**config.mk**
```make
export PLATFORM = sky130hd
export DESIGN_NAME = bayer_pattern_gen
export DESIGN_NICKNAME = d
export VERILOG_FILES = /design/src/rtl/bayer_pattern_gen.sv
export SDC_FILE = /design/constraint.sdc
export NUM_CORES = 1
export LEC_CHECK = 0
export BUFFER_PORTS_ARGS = -buffer_cell sky130_fd_sc_hd__buf_2
export CORE_UTILIZATION = 38
export CTS_CLUSTER_SIZE = 20
export DETAILED_ROUTE_END_ITERATION = 10
export PLACE_DENSITY = 0.6
export SYNTH_ARGS = -nofsm -noshare
export SYNTH_HDL_FRONTEND = slang
export SYNTH_SLANG_ARGS = --single-unit
```
**constraint.sdc**
```tcl
create_clock -name iCLK -period 2.1 [get_ports iCLK]
set_clock_uncertainty 0.1 [all_clocks]
set_input_delay 0.42 -clock iCLK [delete_from_list [all_inputs] [get_ports iCLK]]
set_output_delay 0.42 -clock iCLK [all_outputs]
set_load 0.005 [all_outputs]
```
**src/rtl/bayer_pattern_gen.sv**
```systemverilog
// bayer_pattern_gen: synthetic raw-Bayer frame source with H/V blanking and selectable test patterns.
// Define TPG_NOISE_EN to XOR a per-frame-seeded 16-bit LFSR into the low nibble of each pixel.
module bayer_pattern_gen #(
    parameter int H_ACTIVE = 640,
    parameter int V_ACTIVE = 480,
    parameter int H_BLANK  = 16,
    parameter int V_BLANK  = 64
) (
    input  logic        iCLK,
    input  logic        iRST,
    input  logic        iSTART,
    input  logic        iSTOP,
    input  logic [1:0]  iMODE,
    input  logic [11:0] iLEVEL,
    output logic [11:0] oDATA,
    output logic        oDVAL,
    output logic [10:0] oX_Cont,
    output logic [10:0] oY_Cont,
    output logic        oFVAL,
    output logic        oBUSY,
    output logic [15:0] oFrame_Cont
);
    typedef enum logic [1:0] {IDLE, ACTIVE, HBLANK, VBLANK} state_t;
    state_t      state;
    logic [10:0] xCnt, yCnt;
    logic [15:0] blankCnt;
    logic [1:0]  mode;
    logic [11:0] level, pattern, pixel;
    logic        stopPend, lineEnd, lastLine, blankEnd, stopNow, startFrame;
    always_comb begin
        lineEnd    = xCnt == 11'(H_ACTIVE - 1);
        lastLine   = yCnt == 11'(V_ACTIVE - 1);
        blankEnd   = blankCnt == 16'((state == HBLANK) ? H_BLANK - 1 : V_BLANK - 1);
        stopNow    = stopPend || iSTOP;
        startFrame = (state == IDLE && iSTART) || (state == VBLANK && blankEnd && !stopNow);
        pattern    = (mode == 2'd0) ? level :
                     (mode == 2'd1) ? {xCnt, 1'b0} :
                     (mode == 2'd2) ? {yCnt, 1'b0} :
                     (xCnt[0] ^ yCnt[0]) ? (xCnt[0] ? 12'hFFF : 12'h000) : 12'h800;
    end
`ifdef TPG_NOISE_EN
    logic [15:0] lfsr;
    assign pixel = {pattern[11:4], pattern[3:0] ^ lfsr[3:0]};
    always_ff @(posedge iCLK or negedge iRST) begin
        if (!iRST)
            lfsr <= 16'hACE1;
        else if (startFrame)
            lfsr <= 16'hACE1;
        else if (state == ACTIVE)
            lfsr <= {lfsr[14:0], lfsr[15] ^ lfsr[13] ^ lfsr[12] ^ lfsr[10]};
    end
`else
    assign pixel = pattern;
`endif
    always_ff @(posedge iCLK or negedge iRST) begin
        if (!iRST) begin
            state    <= IDLE;
            xCnt     <= '0;
            yCnt     <= '0;
            blankCnt <= '0;
            mode     <= '0;
            level    <= '0;
            stopPend <= 1'b0;
        end else begin
            if (state != IDLE && iSTOP)
                stopPend <= 1'b1;
            if (startFrame) begin
                mode  <= iMODE;
                level <= iLEVEL;
            end
            case (state)
                IDLE: if (iSTART) begin
                    state    <= ACTIVE;
                    stopPend <= iSTOP;
                end
                ACTIVE: if (lineEnd) begin
                    xCnt     <= '0;
                    blankCnt <= '0;
                    state    <= lastLine ? VBLANK : HBLANK;
                    yCnt     <= lastLine ? 11'd0 : yCnt;
                end else begin
                    xCnt <= xCnt + 11'd1;
                end
                HBLANK: if (blankEnd) begin
                    state <= ACTIVE;
                    yCnt  <= yCnt + 11'd1;
                end else begin
                    blankCnt <= blankCnt + 16'd1;
                end
                VBLANK: if (blankEnd) begin
                    state    <= stopNow ? IDLE : ACTIVE;
                    stopPend <= 1'b0;
                end else begin
                    blankCnt <= blankCnt + 16'd1;
                end
                default: state <= IDLE;
            endcase
        end
    end
    // Outputs trail the sequencer by one cycle so every port is a plain register.
    always_ff @(posedge iCLK or negedge iRST) begin
        if (!iRST) begin
            oDATA       <= '0;
            oDVAL       <= 1'b0;
            oX_Cont     <= '0;
            oY_Cont     <= '0;
            oFVAL       <= 1'b0;
            oBUSY       <= 1'b0;
            oFrame_Cont <= '0;
        end else begin
            oDATA       <= (state == ACTIVE) ? pixel : 12'h000;
            oDVAL       <= state == ACTIVE;
            oX_Cont     <= xCnt;
            oY_Cont     <= yCnt;
            oFVAL       <= state == ACTIVE || state == HBLANK;
            oBUSY       <= state != IDLE;
            oFrame_Cont <= oFrame_Cont + 16'((oDVAL && oX_Cont == 11'(H_ACTIVE - 1) && oY_Cont == 11'(V_ACTIVE - 1)) ? 1 : 0);
        end
    end
endmodule

```
# Word level (Yosys, flattened, before mapping)
# Cells that the tools add are included.
# word_totals
regBits	108
input_bits	18
word_cells	81
# op_classes
n_addsub	4
n_eq_ne	16
n_mux	27
bitwise_logic	1
n_reduce_logical	19
# op_table
operator	n
12-bit 2-to-1 mux	6
11-bit 2-to-1 mux	4
16-bit 2-to-1 mux	2
16-bit one-hot mux with 2 select lines	1
11-bit by 1-bit adder with 11-bit output (second input constant)	2
11-bit by 10-bit equality test with 1-bit output (second input constant)	2
11-bit by 9-bit equality test with 1-bit output (second input constant)	2
11-bit one-hot mux with 2 select lines	1
16-bit by 1-bit adder with 16-bit output	1
16-bit by 1-bit adder with 16-bit output (second input constant)	1
16-bit by 6-bit equality test with 1-bit output	1
2-bit inequality test (second input constant)	6
2-bit 2-to-1 mux	4
2-bit one-hot mux with 4 select lines	1
4-bit AND reduction	2
2-bit equality test (second input constant)	3
1-bit logical AND	6
1-bit 2-to-1 mux	6
6-bit 2-to-1 mux	1
2-bit nonzero test	3
2-bit by 1-bit equality test with 1-bit output (second input constant)	2
2-bit logical NOT	2
1-bit logical OR	3
3-bit AND reduction	1
other kinds (4)	4

# Longest topological paths before layout
# depth
ltp_word	6
mapped_depth	9
depth_no_buf	9

# Worst setup path before layout
# Ideal clock, no wire load.
# synth_timing
path_kind	reg2reg
startpoint	register oX_Cont[8]
endpoint	register oFrame_Cont[14]
setup_ns	0.123
arrival_time_ns	2.117
t_required_ns	1.877
slack_ns	-0.241
path_stages_with_launch	10
path_buffers	0
period_less_slack_ns	2.341
path_cell_list	dfrtp_1 -> nand4b_1 -> or4_1 -> nor4_1 -> ha_1 -> ha_1 -> nand3_1 -> nor2_1 -> nand4_1 -> xnor2_1
# synth_via
elab_chain_cells	5
# synth_rtl
item	line	source
start: declaration	17	output logic [10:0] oX_Cont,
start signal: assignment	113	oX_Cont <= xCnt;
11-bit by 10-bit equality test with 1-bit output	117	oFrame_Cont <= oFrame_Cont + 16'((oDVAL && oX_Cont == 11'(H_ACTIVE - 1) && oY_Cont == 11'(V_ACTIVE - 1)) ? 1 : ...
1-bit logical AND (2 in series)	117	
1-bit 2-to-1 mux	117	
16-bit by 1-bit adder with 16-bit output	117	
end signal: assignment	117	
end: declaration	21	output logic [15:0] oFrame_Cont
# No other way between the ends.
# A chain may end at the register's enable or synchronous reset.

# Worst setup path in the final report
# Same ends and word-level chain as after synthesis.

==> flow_summary.html <==
<table>
<tr><th>Metric</th><th>Value</th></tr>
<tr><th colspan="2">Drt</th></tr>
<tr><td>Post-detailed-route via-to-cell ratio</td><td>between 5 and 6</td></tr>
<tr><td>Post-detailed-route DRC marker count</td><td>0</td></tr>
<tr><td>Detailed router's first-iteration violation count</td><td>260</td></tr>
<tr><td>First-pass DRT Iterations</td><td>5</td></tr>
<tr><td>Routed wire length</td><td>between 10 and 15 mm</td></tr>
<tr><td>Total via count in the routed design</td><td>4418</td></tr>
<tr><td>Final antenna-violating net count</td><td>0</td></tr>
<tr><td>Routed len/inst</td><td>about 17 um</td></tr>
<tr><th colspan="2">Synthesis</th></tr>
<tr><td>Async set-or-reset flop fraction in the synthesized netlist</td><td>1.00</td></tr>
<tr><td>Share of Yosys cell area claimed by the top area cell type</td><td>0.530</td></tr>
<tr><td>Synthesis-stage register bit count</td><td>108</td></tr>
<tr><td>Biggest area contributors in the synthesized netlist</td><td>dfrtp_1 53%, nand2_1 3.3%, nand3_1 3.0%, mux2_4 2.9%, xnor2_1 2.4%</td></tr>
<tr><td>Ys flop type</td><td>dfrtp_1</td></tr>
<tr><td>Post-synthesis cell type count</td><td>slightly above 60</td></tr>
<tr><td>Number of enable flip-flop cells after synthesis</td><td>0</td></tr>
<tr><td>Post-synth top cells</td><td>108 x dfrtp_1, 45 x nand2_1, 31 x nand3_1</td></tr>
<tr><td>Number of standard cells after synthesis</td><td>474</td></tr>
<tr><td>Cell type with the largest total area after synthesis</td><td>dfrtp_1</td></tr>
<tr><td>Average cell area after synthesis</td><td>about 11 um^2</td></tr>
<tr><td>Share of the yosys chip area belonging to registers</td><td>0.530</td></tr>
<tr><td>Count of yosys warnings during synthesis</td><td>0</td></tr>
<tr><td>Area of the mapped netlist</td><td>between 5000 and 6000 um^2</td></tr>
<tr><td>Number of nets in the synthesized netlist</td><td>501</td></tr>
<tr><td>Most frequent cell after synthesis</td><td>dfrtp_1</td></tr>
<tr><th colspan="2">Power and ir drop</th></tr>
<tr><td>LEAKAGE</td><td>between 0.003 and 0.004 uW</td></tr>
<tr><td>Pwr per Cell Area</td><td>between 500 and 600 nW/um^2</td></tr>
<tr><td>Total design power</td><td>slightly below 4000 uW</td></tr>
<tr><td>Max IR drop VDD</td><td>about 0.38 mV</td></tr>
<tr><th colspan="2">Run</th></tr>
<tr><td>Total of max-cap violations</td><td>0</td></tr>
<tr><th colspan="2">Worst setup path</th></tr>
<tr><td>CP Capture Type</td><td>flop</td></tr>
<tr><td>Cell seen most often among critical-path stages</td><td>ha_4</td></tr>
<tr><td>Data required time of the critical path</td><td>2.24 ns</td></tr>
<tr><td>Critical Path Source Type</td><td>flop</td></tr>
<tr><td>Worst Reg-to-Reg Cells</td><td>9</td></tr>
<tr><td>Delay contributed by the slowest stage of the critical path</td><td>roughly 0.54 ns</td></tr>
<tr><td>Worst path bufs/invs</td><td>0</td></tr>
<tr><td>Critical path fanouts, max</td><td>4</td></tr>
<tr><td>Slack of the worst reg-to-reg path</td><td>-0.21 ns</td></tr>
<tr><td>Worst R2R End</td><td>oFrame_Cont[14]</td></tr>
<tr><td>Crit path kind</td><td>flop to flop</td></tr>
<tr><td>Worst r2r src</td><td>oX_Cont[8]</td></tr>
<tr><td>Arr. time, crit path</td><td>2.45 ns</td></tr>
<tr><td>Cell breakdown of the critical path</td><td>nand4b_1, or4_4, nor4_4, ha_4, ha_4, nand3_4, nor2_4, nand4_1, xnor2_1</td></tr>
<tr><td>Critical-path top delay cell</td><td>or4_4</td></tr>
<tr><td>Delay-heaviest family, CP</td><td>simple AND/OR/NAND/NOR gates</td></tr>
<tr><th colspan="2">Timing</th></tr>
<tr><td>Final period utilization</td><td>1.10</td></tr>
<tr><td>Final hold violation count</td><td>0</td></tr>
<tr><td>Maximum clock frequency</td><td>between 400 and 500 MHz</td></tr>
<tr><td>Unrepaired setup endpoints after global routing</td><td>yes</td></tr>
<tr><td>Minimum clock period after layout</td><td>~2.3 ns</td></tr>
<tr><td>Setup WS post-layout</td><td>-0.215 ns</td></tr>
<tr><td>Max-Slew Margin vs Limit</td><td>0.721</td></tr>
<tr><td>Slew at the pin with the worst max-slew slack</td><td>approximately 0.42 ns</td></tr>
<tr><td>Post-route setup TNS</td><td>-1.87 ns</td></tr>
<tr><td>Number of max-slew violations in the final report</td><td>0</td></tr>
<tr><td>Total setup violations reported at the end of the flow</td><td>16</td></tr>
<tr><th colspan="2">CTS</th></tr>
<tr><td>CTS Buffer Depth</td><td>2</td></tr>
<tr><td>Number of clock buffers inserted by TritonCTS</td><td>9</td></tr>
<tr><td>Root cell of the clock tree</td><td>clkbuf_16</td></tr>
<tr><td>Register clock-pin slew on the reported worst setup and hold paths</td><td>around 0.070 ns</td></tr>
<tr><td>TritonCTS clock tree</td><td>built</td></tr>
<tr><td>Num Clock Sinks</td><td>108</td></tr>
<tr><td>Clock Latency Late Sink</td><td>0.35 ns</td></tr>
<tr><td>Depth of the CTS H-tree</td><td>3</td></tr>
<tr><th colspan="2">Placed design</th></tr>
<tr><td>Pre-CTS setup slack</td><td>-0.304 ns</td></tr>
<tr><td># port buffers</td><td>70</td></tr>
<tr><td>Placed instance count</td><td>roughly 780</td></tr>
<tr><td>Half-perimeter wire length of the detailed placement result</td><td>roughly 10 mm</td></tr>
<tr><td>Global placement routability congestion</td><td>0.835</td></tr>
<tr><th colspan="2">GRT</th></tr>
<tr><td>Overflow left after global routing</td><td>0</td></tr>
<tr><td>Wire length of the first global-routing pass</td><td>around 22 mm</td></tr>
<tr><td>Antenna violations before repair</td><td>0</td></tr>
<tr><td>Via count of the first global-routing pass</td><td>4328</td></tr>
<tr><td>Global routing usage summed across all routing layers</td><td>0.199</td></tr>
<tr><td>Maximum number of pins on one net before global-route repair</td><td>31</td></tr>
<tr><th colspan="2">Worst hold path</th></tr>
<tr><td>Hold Crit Start</td><td>iLEVEL[9]</td></tr>
<tr><td>HP Class</td><td>input pin to flop</td></tr>
<tr><td>Hold path endpoint</td><td>level[9]</td></tr>
<tr><td>Number of cells on the worst hold path</td><td>2</td></tr>
<tr><th colspan="2">Finish</th></tr>
<tr><td>Number of inserted filler cells in the final layout</td><td>about 1.1k</td></tr>
<tr><td>Final instance count without filler cells</td><td>between 800 and 900</td></tr>
<tr><td>Growth of design area from synthesis to finish</td><td>38.6%</td></tr>
<tr><td>Multi-input combinational cell area</td><td>about 2600 um^2</td></tr>
<tr><td>Combined flip-flop and latch cell area</td><td>about 2700 um^2</td></tr>
<tr><td>Ratio of cells with drive above 1 in the final layout</td><td>0.408</td></tr>
<tr><td># nets final</td><td>about 660</td></tr>
<tr><td>Antenna cell count</td><td>0</td></tr>
<tr><th colspan="2">Floorplanning</th></tr>
<tr><td>Row count</td><td>between 40 and 50</td></tr>
<tr><td>Die span in y</td><td>118 um</td></tr>
<tr><td>Overall die width</td><td>118 um</td></tr>
<tr><td>DIE AREA</td><td>between 10000 and 15000 um^2</td></tr>
<tr><td>Number of primary I/O pins</td><td>just over 70</td></tr>
<tr><td>Core ar.</td><td>12900 um^2</td></tr>
<tr><td>Starting Density</td><td>0.396</td></tr>
<tr><th colspan="2">Run status</th></tr>
<tr><td>Outcome</td><td>complete, but fails checks</td></tr>
<tr><td>Failing checks</td><td>negative setup slack</td></tr>
</table>
## flip-flops by register name (all words and copies together) (netlist names), 2 cells and up
signal,cells
mode,2
oY_Cont,11
oDATA,12
yCnt,11
oFrame_Cont,16
oX_Cont,11
xCnt,11
blankCnt,16
level,12
state,2
## worst register-to-register path, cell delays in order (launching register included)
cell and delay (ns):
dfrtp_1 0.38, nand4b_1 0.18, or4_4 0.54, nor4_4 0.21, ha_4 0.21, ha_4 0.15, nand3_4 0.09, nor2_4 0.11
nand4_1 0.10, xnor2_1 0.15
## where the power goes
group	internal, uW	switching (uW)	total [uW]
registers	2080	0.0000000000000401	2080
clock network	938	777	1720
logic	25.0	50.8	75.8
## how the worst max path moves through the flow
| stage | startpoint | to | slack, ns | depth (start not counted) |
|---|---|---|---|---|
| finish | oX_Cont[8] | oFrame_Cont[14] | -0.21 | 9 |
| detailed placement | oX_Cont[8] | oFrame_Cont[14] | -0.30 | 9 |
| global placement | oX_Cont[8] | oFrame_Cont[14] | -0.25 | 9 |
| global route | oX_Cont[8] | oFrame_Cont[15] | -0.32 | 7 |
| CTS | oX_Cont[8] | oFrame_Cont[14] | -0.19 | 9 |
| floorplan | oX_Cont[8] | oFrame_Cont[14] | -0.11 | 9 |
## cells in the final DEF, fill, tap and decap left out, drive strengths merged, types with 4 or more instances in the layout
cell / instances
buf: 175
dfrtp: 108
nand2: 46
nand3: 31
o21ai: 24
a21oi: 22
nor2: 20
nand4: 17
mux2: 16
xnor2: 14
and3: 13
inv: 13
o221ai: 11
clkbuf: 10
ha: 9
o211ai: 8
xor2: 7
nor3: 7
or4: 7
and2: 6
a31oi: 6
nor4: 4
nand2b: 4
o31ai: 4
mux2i: 4
o311ai: 4
or3: 4
## stage by stage
step           area [um^2]  hold WS [ns]  utilization
3_5_place_dp          6300         0.278        0.490
2_1_floorplan         5150        0.0244            -
3_3_place_gp          6300         0.276        0.490
6_report              7070         0.195        0.549
4_1_cts               6730         0.185        0.522
5_1_grt               7070         0.191        0.549
## layer usage
metal	up-vias	track usage	part of all wire	wire, um
met5	-	0	0	0
met4	0	0.0417	0.012	161
met3	14	0.0441	0.059	804
met2	142	0.331	0.50	6750
met1	2182	0.265	0.43	5890
li1	2080	-	-	-
## logic make-up (layout without fill, tap and decap cells)
| logic type | after synthesis | count (layout) | share of synthesized area |
|---|---|---|---|
| adder cells (fa/ha/maj) | 10 | 10 | 0.0240 |
| flip-flops | 108 | 108 | 0.530 |
| multiplexers | 20 | 20 | 0.0505 |
| buffers and inverters | 38 | 204 | 0.0316 |
| AO/OA/AOI/OAI | 102 | 102 | 0.137 |
| XOR/XNOR | 21 | 21 | 0.0361 |
| AND/OR/NAND/NOR | 175 | 175 | 0.191 |
## area by class of cell
cell class,instances,area share
Sequential cell,108,0.382
Clock buffer,10,0.0324
Tap cell,172,0.0304
Timing Repair Buffer,176,0.176
Inverter,12,0.00690
Clock inverter,6,0.0101
Multi-Input combinational cell,328,0.361
## timing repair
action	4_1_cts	5_1_grt
setup endpoints to repair	25	53
buffers inserted	5	11
hold endpoints to repair	24	0
cloned	0	1
pin swaps	9	14
hold buffers	1	0
resized for setup	16	59
Power figures use the tool's default switching activity.
